--- config.mk ---
export PLATFORM = sky130hd
export DESIGN_NAME = lock_session_ctrl
export DESIGN_NICKNAME = d
export VERILOG_FILES = /design/src/rtl/lock_session_ctrl.sv
export SDC_FILE = /design/constraint.sdc
export NUM_CORES = 1
export LEC_CHECK = 0
export ABC_AREA = 1
export BUFFER_PORTS_ARGS = -buffer_cell sky130_fd_sc_hd__buf_2
export CAP_MARGIN = 40
export CORE_MARGIN = 4
export CORE_UTILIZATION = 56
export DETAILED_ROUTE_END_ITERATION = 6
export PLACE_DENSITY_LB_ADDON = 0.05
export SLEW_MARGIN = 40
export SYNTH_ARGS = -nofsm -noshare
export SYNTH_HDL_FRONTEND = slang
export SYNTH_SLANG_ARGS = --single-unit
export TNS_END_PERCENT = 10
--- constraint.sdc ---
create_clock -name clk_i -period 4.3 [get_ports clk_i]
set_clock_uncertainty 0.05 [all_clocks]
set_input_delay 0.215 -clock clk_i [delete_from_list [all_inputs] [get_ports clk_i]]
set_output_delay 0.215 -clock clk_i [all_outputs]
set_load 0.1 [all_outputs]
--- src/rtl/lock_session_ctrl.sv ---
// Session controller for the joystick combination lock: draws a combination from a free-running
// LFSR, gates the checker's reset, enforces per-digit timeouts and a lockout after repeated fails.
module lock_session_ctrl #(
  parameter int unsigned TIMEOUT_CYC = 500_000_000,
  parameter int unsigned LOCKOUT_CYC = 1_500_000_000,
  parameter int unsigned MAX_FAILS   = 3,
  parameter logic [15:0] LFSR_SEED   = 16'hACE1
) (
  input  logic       clk_i,
  input  logic       rst_ni,
  input  logic       start_i,
  input  logic       key_valid_i,
  input  logic [2:0] key_press_i,
  input  logic       q_match_i,
  input  logic [2:0] joy_state_i,
  input  logic       pass_flag_i,
  output logic [2:0] num_1_o,
  output logic [2:0] num_2_o,
  output logic [2:0] num_3_o,
  output logic [2:0] num_4_o,
  output logic       checker_rst_n_o,
  output logic       unlocked_o,
  output logic       locked_out_o,
  output logic [2:0] fail_count_o,
  output logic [2:0] ctrl_state_o
);

  typedef enum logic [2:0] {
    StIdle     = 3'd0,
    StLoad     = 3'd1,
    StClear    = 3'd2,
    StArmed    = 3'd3,
    StUnlocked = 3'd4,
    StFail     = 3'd5,
    StLockout  = 3'd6
  } state_e;

  localparam logic [30:0] TimeoutLoad = 31'(TIMEOUT_CYC - 1);
  localparam logic [30:0] LockoutLoad = 31'(LOCKOUT_CYC - 1);
  localparam logic [2:0]  MaxFails    = 3'(MAX_FAILS);
  localparam logic [15:0] LfsrMask    = 16'hB400;

  state_e      state_q, state_d;
  logic [15:0] lfsr_q, lfsr_d;
  logic [30:0] timer_q, timer_d;
  logic [30:0] timer_dec;
  logic [2:0]  fail_q, fail_d;
  logic [2:0]  fail_inc;
  logic [11:0] nums_q, nums_d;
  logic        crst_q, crst_d;
  logic        unl_q, unl_d;
  logic        lo_q, lo_d;

  logic [2:0]  exp_digit;
  logic        key_in_range;
  logic        key_match;
  logic        key_ok;
  logic        key_bad;

  // Galois right-shift LFSR, runs every cycle regardless of state.
  assign lfsr_d = {1'b0, lfsr_q[15:1]} ^ (lfsr_q[0] ? LfsrMask : 16'h0000);

  assign timer_dec = (timer_q == '0) ? '0 : timer_q - 31'd1;
  assign fail_inc  = fail_q + 3'd1;

  always_comb begin
    exp_digit = nums_q[2:0];
    case (joy_state_i)
      3'd1:    exp_digit = nums_q[5:3];
      3'd2:    exp_digit = nums_q[8:6];
      3'd3:    exp_digit = nums_q[11:9];
      default: exp_digit = nums_q[2:0];
    endcase
  end

  assign key_in_range = (joy_state_i <= 3'd3);
  assign key_match    = (key_press_i == exp_digit) && q_match_i;
  assign key_ok       = key_valid_i && key_in_range && key_match;
  assign key_bad      = key_valid_i && key_in_range && !key_match;

  always_comb begin
    state_d = state_q;
    timer_d = timer_q;
    fail_d  = fail_q;
    nums_d  = nums_q;
    case (state_q)
      StIdle: begin
        if (start_i) state_d = StLoad;
      end
      StLoad: begin
        nums_d  = lfsr_q[11:0];
        timer_d = TimeoutLoad;
        state_d = StClear;
      end
      StClear: begin
        state_d = StArmed;
      end
      StArmed: begin
        timer_d = timer_dec;
        if (pass_flag_i) begin
          state_d = StUnlocked;
          fail_d  = '0;
        end else if (key_bad) begin
          state_d = StFail;
        end else if (key_ok) begin
          timer_d = TimeoutLoad;
        end else if (timer_q == '0) begin
          state_d = StFail;
        end
      end
      StUnlocked: begin
        fail_d = '0;
        if (start_i) state_d = StLoad;
      end
      StFail: begin
        fail_d = fail_inc;
        if (fail_inc == MaxFails) begin
          timer_d = LockoutLoad;
          state_d = StLockout;
        end else begin
          state_d = StLoad;
        end
      end
      StLockout: begin
        timer_d = timer_dec;
        if (timer_q == '0) begin
          fail_d  = '0;
          state_d = StIdle;
        end
      end
      default: begin
        state_d = StIdle;
      end
    endcase
  end

  // Status outputs are registered from the next state so they line up with ctrl_state.
  always_comb begin
    crst_d = (state_d == StArmed) || (state_d == StUnlocked);
    unl_d  = (state_d == StUnlocked);
    lo_d   = (state_d == StLockout);
  end

  always_ff @(posedge clk_i or negedge rst_ni) begin
    if (!rst_ni) begin
      state_q <= StIdle;
      lfsr_q  <= LFSR_SEED;
      timer_q <= '0;
      fail_q  <= '0;
      nums_q  <= '0;
      crst_q  <= 1'b0;
      unl_q   <= 1'b0;
      lo_q    <= 1'b0;
    end else begin
      state_q <= state_d;
      lfsr_q  <= lfsr_d;
      timer_q <= timer_d;
      fail_q  <= fail_d;
      nums_q  <= nums_d;
      crst_q  <= crst_d;
      unl_q   <= unl_d;
      lo_q    <= lo_d;
    end
  end

  assign num_1_o         = nums_q[2:0];
  assign num_2_o         = nums_q[5:3];
  assign num_3_o         = nums_q[8:6];
  assign num_4_o         = nums_q[11:9];
  assign checker_rst_n_o = crst_q;
  assign unlocked_o      = unl_q;
  assign locked_out_o    = lo_q;
  assign fail_count_o    = fail_q;
  assign ctrl_state_o    = state_q;

endmodule

==> summary.txt <==
Clock tree
  – Total CTS buffers: 9
  – Root Buffer: clkbuf_8
  – H-tree levels: 3
  – CTS tree: done
  – CTS Buffer Depth: 2
  – Worst-Skew Late Latency: 340 ps
  – Clock transition at path regs: 80 ps
  – Clk sink count: 68

Synth
  – Cells after synthesis: 432
  – Seq/Total Area, Yosys: 0.461
  – Yosys warnings: 0
  – Synth Flop Type: dfrtp_1
  – Post-synth EDFFs: 0
  – Synth Net Count: 447
  – Synthesized area: 3710 um2
  – Cell variety after synth: 41
  – Syn avg cell area: 8.59 um2
  – Register bit total from synthesis: 68
  – Async set or reset register ratio after synthesis: 1.00

Final layout
  – Final #Nets: 486
  – Area delta synth->final: 11.9%
  – Commonest non-fill, non-tap cell in the layout: inv_1
  – Layout cells sized above 1: 0.237
  – Non-filler cells, final: 553
  – Antenna cells: 0
  – Highest-count cells in the layout ignoring fill and taps: 73 x inv_1, 60 x dfrtp_1, 44 x nand2_1, 42 x nor2_1, 32 x buf_2

STA
  – Final setup violation count: 0
  – Final setup margin: 1860 ps
  – Setup_tns: 0 ps
  – Final Max Tran Viols: 0
  – Rel. slew slack: 0.558
  – Hold Fails Final Rpt: 0
  – Worst-Margin Slew: 661 ps
  – Period Utilization, post-route: 0.567
  – Fin crit period: 2440 ps
  – Fmax: 410 MHz
  – RSZ-0062 raised after global routing: no

GRT
  – Tot GR Track Use: 0.211
  – Initial antenna violation count: 0
  – GR Overflow Total: 0
  – Pin count of the biggest net entering global routing: 69
  – Vias in the first global route: 2,897
  – First-pass GRT wire length: 13.0 mm

Die
  – Initial Utilization: 0.581
  – Die width: 89.4 um
  – Row Count: 29
  – Io pins: 33
  – Die H: 89.4 um
  – Core ar.: 6390 um2
  – DIE AREA: 7990 um2

Power
  – Sequential Power Share: 0.322
  – Sw power: 1.31 mW
  – Sw Share: 0.509
  – PD cells: 620 nW/um2
  – Worst vdd rail ir drop: 0.702 mV
  – Clk pwr share: 0.213
  – Pint: 1.26 mW
  – Logic pwr share: 0.465
  – Tot Pwr: 2.58 mW
  – Leak Pwr: 1.96 nW

Routing
  – DRT iter0 DRCs: 131
  – Final wirelength: 7.55 mm
  – Antenna Nets Post-Route: 0
  – Vias per cell: 5.22
  – TritonRoute pass-1 iters: 4
  – Post-DR wirelength/cell: 13.6 um
  – DR vias: 2,888
  – Residual DRC: 0

Critical path
  – CP arrival: 2670 ps
  – CP Capture Type: flip-flop
  – Reg-to-Reg Start: timer_q[0]$_DFFE_PN0P_
  – Req. time, crit path: 4530 ps
  – CP startpoint: timer_q[0]$_DFFE_PN0P_
  – CP Class: flip-flop to flip-flop
  – CP Launch Type: flip-flop
  – Crit-path max FO: 13

Place
  – Final HPWL DP: 5.49 mm
  – Cell count after placement: 536
  – I/O Buffers: 32
  – GPL Wtd Cong: 0.918
  – DP Worst Slack: 1840 ps

Hold path
  – Hold wc startpoint: start_i
  – Worst Hold Class: primary input to flip-flop

Run
  – Max-Cap Viols: 0

Status
  – Status: complete, no violations
[through the flow]
stage	hold WS [ps]	utilization	area, um2
after floorplan	-131	-	3710
after global placement	285	0.616	3940
after detailed placement	287	0.616	3940
after CTS	34.3	0.648	4140
after global routing	170	0.650	4150
final	141	0.650	4150
[layout make-up]
class | count | area, um2
fillers | 560 | 2230
well taps | 77 | 96.3
clock buffers | 9 | 124
clock inverters | 7 | 80.1
multi-input cells | 278 | 1660
inverters | 80 | 300
repair buffers | 34 | 181
flip-flops and latches | 68 | 1710
[critical path, stage by stage, from the launching register on]
cell and delay (ps):
dfrtp_1 390, inv_1 90, ha_1 260, nand2_4 110
nor2_8 160, nand3_2 130, nor3_4 460, nor2_1 170
nor2_1 130, inv_1 80, nor2_2 90, nand2_2 80
nor2_2 80, nand2_1 70, nand2_1 60
[worst paths after layout]
| kind | to | slack [ps] | depth (start not counted) |
|---|---|---|---|
| setup / recovery | checker_rst_n_o$_DFF_PN0_ | 1860 | 14 |
| hold / removal | ctrl_state_o[2]$_DFF_PN0_ | 140 | 4 |
| setup reg to reg | checker_rst_n_o$_DFF_PN0_ | 1860 | 14 |
| hold reg to reg | lfsr_q[11]$_DFF_PN1_ | 300 | 0 |
| max in group asynchronous | timer_q[2]$_DFFE_PN0P_ | 3350 | 3 |
| min in group asynchronous | ctrl_state_o[2]$_DFF_PN0_ | 420 | 3 |
[cell usage after synthesis, types with 8 or more instances]
master / count / area share
a21oi_1: 15 / 0.020
inv_1: 73 / 0.074
nand2_2: 8 / 0.013
nor2_2: 11 / 0.019
xor2_1: 21 / 0.050
dfstp_2: 8 / 0.057
nor2_1: 42 / 0.042
nand2_1: 44 / 0.045
o21ai_0: 19 / 0.026
o21ai_1: 25 / 0.034
dfrtp_1: 60 / 0.40
nand4_1: 10 / 0.017
nand3_1: 25 / 0.034
o22ai_1: 9 / 0.015
[power groups by stage]
stage	Combinational [mW]	Clock [mW]	Sequential (mW)
after CTS	1.20	0.559	0.831
after floorplan	0.568	0	1.24
after detailed placement	1.20	0	0.842
final	1.20	0.548	0.829
after global routing	1.31	0.586	0.845
after global placement	1.18	0	0.841
[per-layer routing]
| metal | track usage | vias up | share of wire |
|---|---|---|---|
| li1 | - | 1473 | - |
| met1 | 0.284 | 1377 | 0.48 |
| met2 | 0.341 | 30 | 0.48 |
| met3 | 0.0341 | 8 | 0.024 |
| met4 | 0.0812 | 0 | 0.014 |
| met5 | 0 | - | 0 |
[logic make-up after synthesis]
kind of cell | Yosys count | synth area share
AOI/OAI and AO/OA | 76 | 0.117
muxes | 6 | 0.0182
adders and majority gates | 3 | 0.0101
buffers and inverters | 86 | 0.0914
DFF | 68 | 0.461
xor gates and xnor gates | 25 | 0.0590
and+or+nand+nor | 168 | 0.243
[repair_timing]
action / in CTS / in global routing
endpoints found under the hold margin: 0 / 60
resized for setup: 0 / 0
buffers inserted: 0 / 0
hold buffers: 0 / 1
[sequential cells by signal, summed over array words and instances (netlist names)]
| signal | flops |
|---|---|
| timer_q | 31 |
| nums_q | 12 |
| checker_rst_n_o | 1 |
| lfsr_q | 16 |
| unlocked_o | 1 |
| locked_out_o | 1 |
| fail_count_o | 3 |
| ctrl_state_o | 3 |
(Power assumes the default switching activity.)
